**config.mk**
```make
export PLATFORM = sky130hd
export DESIGN_NAME = time_keeper
export DESIGN_NICKNAME = d
export VERILOG_FILES = /design/src/rtl/time_keeper.sv
export SDC_FILE = /design/constraint.sdc
export NUM_CORES = 1
export LEC_CHECK = 0
export CAP_MARGIN = 30
export CORE_UTILIZATION = 44
export DETAILED_ROUTE_END_ITERATION = 10
export PLACE_DENSITY = 0.73
export SLEW_MARGIN = 30
export SYNTH_ARGS = -nofsm -noshare
export SYNTH_HDL_FRONTEND = slang
export SYNTH_SLANG_ARGS = --single-unit
```
**constraint.sdc**
```tcl
create_clock -name clk -period 4.75 [get_ports clk]
set_input_delay 0.95 -clock clk [delete_from_list [all_inputs] [get_ports clk]]
set_output_delay 0.95 -clock clk [all_outputs]
set_load 0.01 [all_outputs]
```
**src/rtl/time_keeper.sv**
```systemverilog
// Time-of-day core: counts slow_clk rising edges into 24 h binary time and
// runs an alarm sequencer whose ring output drives the buzzer/LED stage.
//
// state     | meaning
// S_IDLE    | armed or disarmed, waiting for the time to reach the alarm
// S_RINGING | alarm sounding, ring counter counts elapsed seconds
// S_DONE    | ring finished or stopped, held until the alarm minute passes
module time_keeper #(
    parameter int TICKS_PER_SEC = 200,
    parameter int RING_SECS     = 60
) (
    input  logic       clk,
    input  logic       rst,
    input  logic       slow_clk,
    input  logic       run,
    input  logic       load_req,
    input  logic [4:0] load_hour,
    input  logic [5:0] load_min,
    output logic       load_err,
    input  logic       alarm_wr,
    input  logic [4:0] alarm_hour_in,
    input  logic [5:0] alarm_min_in,
    input  logic       alarm_en,
    input  logic       alarm_stop,
    output logic [4:0] hour,
    output logic [5:0] min,
    output logic [5:0] sec,
    output logic       sec_pulse,
    output logic       alarm_ring
);

    localparam int PW = (TICKS_PER_SEC > 1) ? $clog2(TICKS_PER_SEC) : 1;
    localparam logic [PW-1:0] PRESC_LAST = PW'(TICKS_PER_SEC - 1);

    typedef enum logic [1:0] {S_IDLE, S_RINGING, S_DONE} state_t;

    state_t          state, state_nxt;
    logic            slow_d;
    logic [PW-1:0]   presc;
    logic [4:0]      alarm_hour;
    logic [5:0]      alarm_min;
    logic [7:0]      ring_cnt;
    logic            ring_clr, ring_inc;
    logic            tick, load_ok, load_bad, alarm_bad, sec_adv, alarm_hit, ring_last;
    logic [4:0]      hour_nxt;
    logic [5:0]      min_nxt, sec_nxt;

    assign tick      = slow_clk & ~slow_d;
    assign load_ok   = load_req && (load_hour <= 5'd23) && (load_min <= 6'd59);
    assign load_bad  = load_req && !load_ok;
    assign alarm_bad = alarm_wr && ((alarm_hour_in > 5'd23) || (alarm_min_in > 6'd59));
    // a load in the same cycle swallows the tick
    assign sec_adv   = run && tick && !load_ok && (presc == PRESC_LAST);
    assign alarm_hit = sec_adv && alarm_en && (hour_nxt == alarm_hour) &&
                       (min_nxt == alarm_min) && (sec_nxt == 6'd0);
    assign ring_last = (int'(ring_cnt) + 1) >= RING_SECS;

    always_comb begin
        sec_nxt  = sec + 6'd1;
        min_nxt  = min;
        hour_nxt = hour;
        if (sec == 6'd59) begin
            sec_nxt = 6'd0;
            min_nxt = min + 6'd1;
            if (min == 6'd59) begin
                min_nxt  = 6'd0;
                hour_nxt = (hour == 5'd23) ? 5'd0 : hour + 5'd1;
            end
        end
    end

    always_ff @(posedge clk or negedge rst) begin
        if (!rst) begin
            slow_d    <= 1'b1;
            presc     <= '0;
            hour      <= '0;
            min       <= '0;
            sec       <= '0;
            sec_pulse <= 1'b0;
            load_err  <= 1'b0;
        end else begin
            slow_d    <= slow_clk;
            sec_pulse <= sec_adv;
            load_err  <= load_bad || alarm_bad;
            if (load_ok) begin
                hour  <= load_hour;
                min   <= load_min;
                sec   <= 6'd0;
                presc <= '0;
            end else if (run && tick) begin
                if (presc == PRESC_LAST) begin
                    presc <= '0;
                    hour  <= hour_nxt;
                    min   <= min_nxt;
                    sec   <= sec_nxt;
                end else begin
                    presc <= presc + 1'b1;
                end
            end
        end
    end

    always_ff @(posedge clk or negedge rst) begin
        if (!rst) begin
            alarm_hour <= '0;
            alarm_min  <= '0;
        end else if (alarm_wr && !alarm_bad) begin
            alarm_hour <= alarm_hour_in;
            alarm_min  <= alarm_min_in;
        end
    end

    always_comb begin
        state_nxt = state;
        ring_clr  = 1'b0;
        ring_inc  = 1'b0;
        case (state)
            S_IDLE: begin
                if (alarm_hit) begin
                    state_nxt = S_RINGING;
                    ring_clr  = 1'b1;
                end
            end
            S_RINGING: begin
                if (!alarm_en) begin
                    state_nxt = S_IDLE;
                end else if (alarm_stop) begin
                    state_nxt = S_DONE;
                end else if (sec_adv) begin
                    ring_inc = 1'b1;
                    if (ring_last) state_nxt = S_DONE;
                end
            end
            S_DONE: begin
                // leaving only once the minute changes blocks a second ring
                if ((min != alarm_min) || !alarm_en) state_nxt = S_IDLE;
            end
            default: state_nxt = S_IDLE;
        endcase
    end

    always_ff @(posedge clk or negedge rst) begin
        if (!rst) begin
            state      <= S_IDLE;
            ring_cnt   <= '0;
            alarm_ring <= 1'b0;
        end else begin
            state      <= state_nxt;
            alarm_ring <= (state_nxt == S_RINGING);
            if (ring_clr) ring_cnt <= '0;
            else if (ring_inc) ring_cnt <= ring_cnt + 8'd1;
        end
    end

endmodule
```
==> run_results.csv <==
group,metric,value,unit
status,status,"finished, final reports clean",
synthesis,syn_avg_cell_area,8.95,um^2
power,internal_power,0.669,mW
global_routing,grt_pass1_wl,13100,um
critical_path,crit_fanout,14,
global_routing,grt_use_total,22.3,%
power,power.share.switching,31.4,%
power,p_sw,0.306,mW
synthesis,ys_warn_count,0,
synthesis,synthTopCellsByArea,"dfrtp_1, nor2_1, nand2_1",
sta,drv_slew,0,
global_routing,grt_max_degree,51,
floorplanning,initial_utilization,46.3,%
detailed_routing,drt_iter0_drc,165,
power,clockPowerShare,25.7,%
floorplanning,io_pins,50,
sta,setup_viol,0,
synthesis,yosysMostFrequentCell,"dfrtp_1",
critical_path,crit_required,4980,ps
synthesis,ys.flop_type,"dfrtp_1",
clock_network,clockRootBuffer,"clkbuf_8",
power,combPwrFrac,22.2,%
power,seqPwrFrac,52.1,%
clock_network,clk_pin_slew_worst_paths,90,ps
detailed_routing,num_vias,2809,
global_routing,grt_antenna_before_repair,0,
floorplanning,core-area,0.00691,mm^2
critical_path,crit_family,"simple AND/OR/NAND/NOR gates",
global_routing,grt_pass1_vias,2654,
place,portBuffers,49,
detailed_routing,first_pass_iters,5,
worst_hold_path,hp-class,"register to register",
critical_path,crit_buf_inv,1,
finish,syn2layout_area_growth,20.4,%
critical_path,critPathKind,"input port to register",
clock_network,cts_setup_buffers,0,
place,postPlaceCellArea,0.00376,mm^2
finish,register_area,0.00125,mm^2
detailed_routing,wl_per_cell,15.8,um
detailed_routing,vias_per_cell,5.64,
finish,final_layout_size_suffix_gt1_share,8.71,%
finish,multi_input_area,0.00185,mm^2
synthesis,yosys.area.top_type,"dfrtp_1",
finish,n_fill_cell,649,
floorplanning,dieArea,0.00761,mm^2
sta,tightest_slew,633,ps
clock_network,cts_tree,"done",
detailed_routing,drc,0,
power,ir_drop,163,uV
sta,hold_viol_final,0,
synthesis,synth_seq_cells,50,
synthesis,synth_top_area_share,38.4,%
critical_path,slowest_delay,710,ps
synthesis,netlist_instances,357,
synthesis,syn-cell-area,0.00320,mm^2
clock_network,cts_hold_buf,0,
detailed_routing,antenna_left,0,
sta,relSlewSlack,57.8,%
floorplanning,rows,30,
critical_path,crit_path_top_delay_cell,"or3_1",
synthesis,ys_seq_area_share,39.2,%
synthesis,synth_edf_count,0,
critical_path,crit_chain,"clkdlybuf4s50_1, nand3b_1, or3_1, nor2_2, o2111a_1, nand4_1, nor4_4, o21bai_1",
synthesis,syn-num-nets,394,
detailed_routing,wl,7840,um
floorplanning,die-width,87.2,um
global_routing,overflow,0,
critical_path,critPathLaunchType,"input port",
place,gp_congestion,0.937,
sta,fmax,295,MHz
run,drv_cap,0,
sta,skew,4.77,ps
clock_network,clock_latency,310,ps
critical_path,r2r_start,"min[0]",
synthesis,yosys.cell_types.count,61,
critical_path,critPathLaunch,"slow_clk",
clock_network,cts_buffer_depth,2,
sta,fin_crit_sh,71.3,%
sta,layout_min_cycle_time,3390,ps
sta,setup-tns-final,0,ps
clock_network,cts_buffers,5,
finish,nets,438,
place,hpwl,5830,um
clock_network,clock_sinks,50,
power,power.density,254,mW/mm^2
sta,grt_setup_unrepaired,"no",
synthesis,synthArstFlopShare,100,%
worst_hold_path,hold_start,"alarm_hour[1]",
critical_path,cp.arrival,3620,ps
critical_path,cp-end-kind,"register",
clock_network,post_cts_resize_count,0,
clock_network,htreeDepth,2,
finish,antenna_cells,0,
synthesis,yosys-top-cells-count,"dfrtp_1, nor2_1, nand2_1",
power,leakage,1.56,nW
finish,final_cell_area,0.00385,mm^2
floorplanning,fp.dieH,87.2,um
power,power,0.975,mW
==> worst paths after layout <==
path | to | slack [ps] | cells past startpoint
worst max-delay path | state[0] | 1360 | 8
worst min-delay path | alarm_hour[1] | 540 | 1
worst max register to register | state[0] | 1720 | 8
worst min register to register | alarm_hour[1] | 540 | 1
max in group asynchronous | presc[5] | 3660 | 1
min in group asynchronous | sec[2] | 660 | 1
==> worst register-to-register path, cell delays in order, from the launching register on <==
cell and delay, ps:
dfrtp_1 580, ha_1 390, nand2_1 90, o41ai_1 500, o21ai_1 230, xnor2_1 190
o2111ai_1 180, nor4_4 610, o21bai_1 190
==> per-stage QoR <==
step	worst slack [ps]	util [%]	cells	hold WS [ps]
4_1_cts	1340	55.7	498	547
3_5_place_dp	1020	54.4	490	526
3_3_place_gp	1120	54.3	490	521
2_1_floorplan	2010	-	357	483
5_1_grt	1100	55.7	498	570
6_report	1360	55.7	498	543
==> area by class of cell <==
cell class	count	share of cell area [%]
multi-input combinational	283	48.0
sequential	50	32.6
timing repair buffer	50	12.9
tap	96	3.12
clock buffer	5	1.79
inverter	11	1.07
clock inverter	3	0.553
==> power by group through the flow <==
stage	clock [mW]	combinational [mW]	sequential, mW
finish	0.251	0.216	0.508
global route	0.273	0.241	0.514
CTS	0.261	0.217	0.507
detailed placement	0	0.215	0.515
global placement	0	0.213	0.515
floorplan	0	0.133	0.497
==> metal layers <==
layer | wire length, um | track usage [%] | part of all wire, %
met1 | 3860 | 32.5 | 49
met2 | 3580 | 34.3 | 46
met3 | 283 | 3.03 | 3.6
met4 | 125 | 6.86 | 1.6
met5 | 0 | 0 | 0
==> cells in the final DEF (no fill, tap or decap), drive strengths merged, types with 3 or more instances in the layout <==
cell           count
mux2i              4
nor2              40
clkbuf             5
xor2              12
nor4               6
nor3              10
a21oi             26
ha                 7
and3               3
a31oi              6
nand3b             5
xnor2             15
nand2             35
nand3             15
nor2b              4
mux2              11
o31ai              3
and2               3
dfrtp             49
inv               11
o21ai             21
nand2b             8
nand4              9
clkdlybuf4s50     48
==> logic make-up (layout without fill, tap and decap cells) <==
group	count (synthesis)	in the layout	synth area share, %
AND/OR/NAND/NOR	147	147	24.9
adder cells (fa/ha/maj)	7	7	2.74
buffers and inverters	24	69	3.09
multiplexers	15	15	5.13
AO/OA/AOI/OAI	87	87	17.6
flip-flops	50	50	39.2
XOR/XNOR	27	27	7.40
==> flip-flops by register name, indices dropped and copies added, names as in the netlist <==
name / count
alarm_hour: 5
alarm_min: 6
alarm_ring: 1
hour: 5
load_err: 1
min: 6
presc: 8
ring_cnt: 8
sec: 6
sec_pulse: 1
slow_d: 1
state: 2
Note: power is estimated with default switching activity, not from simulation.
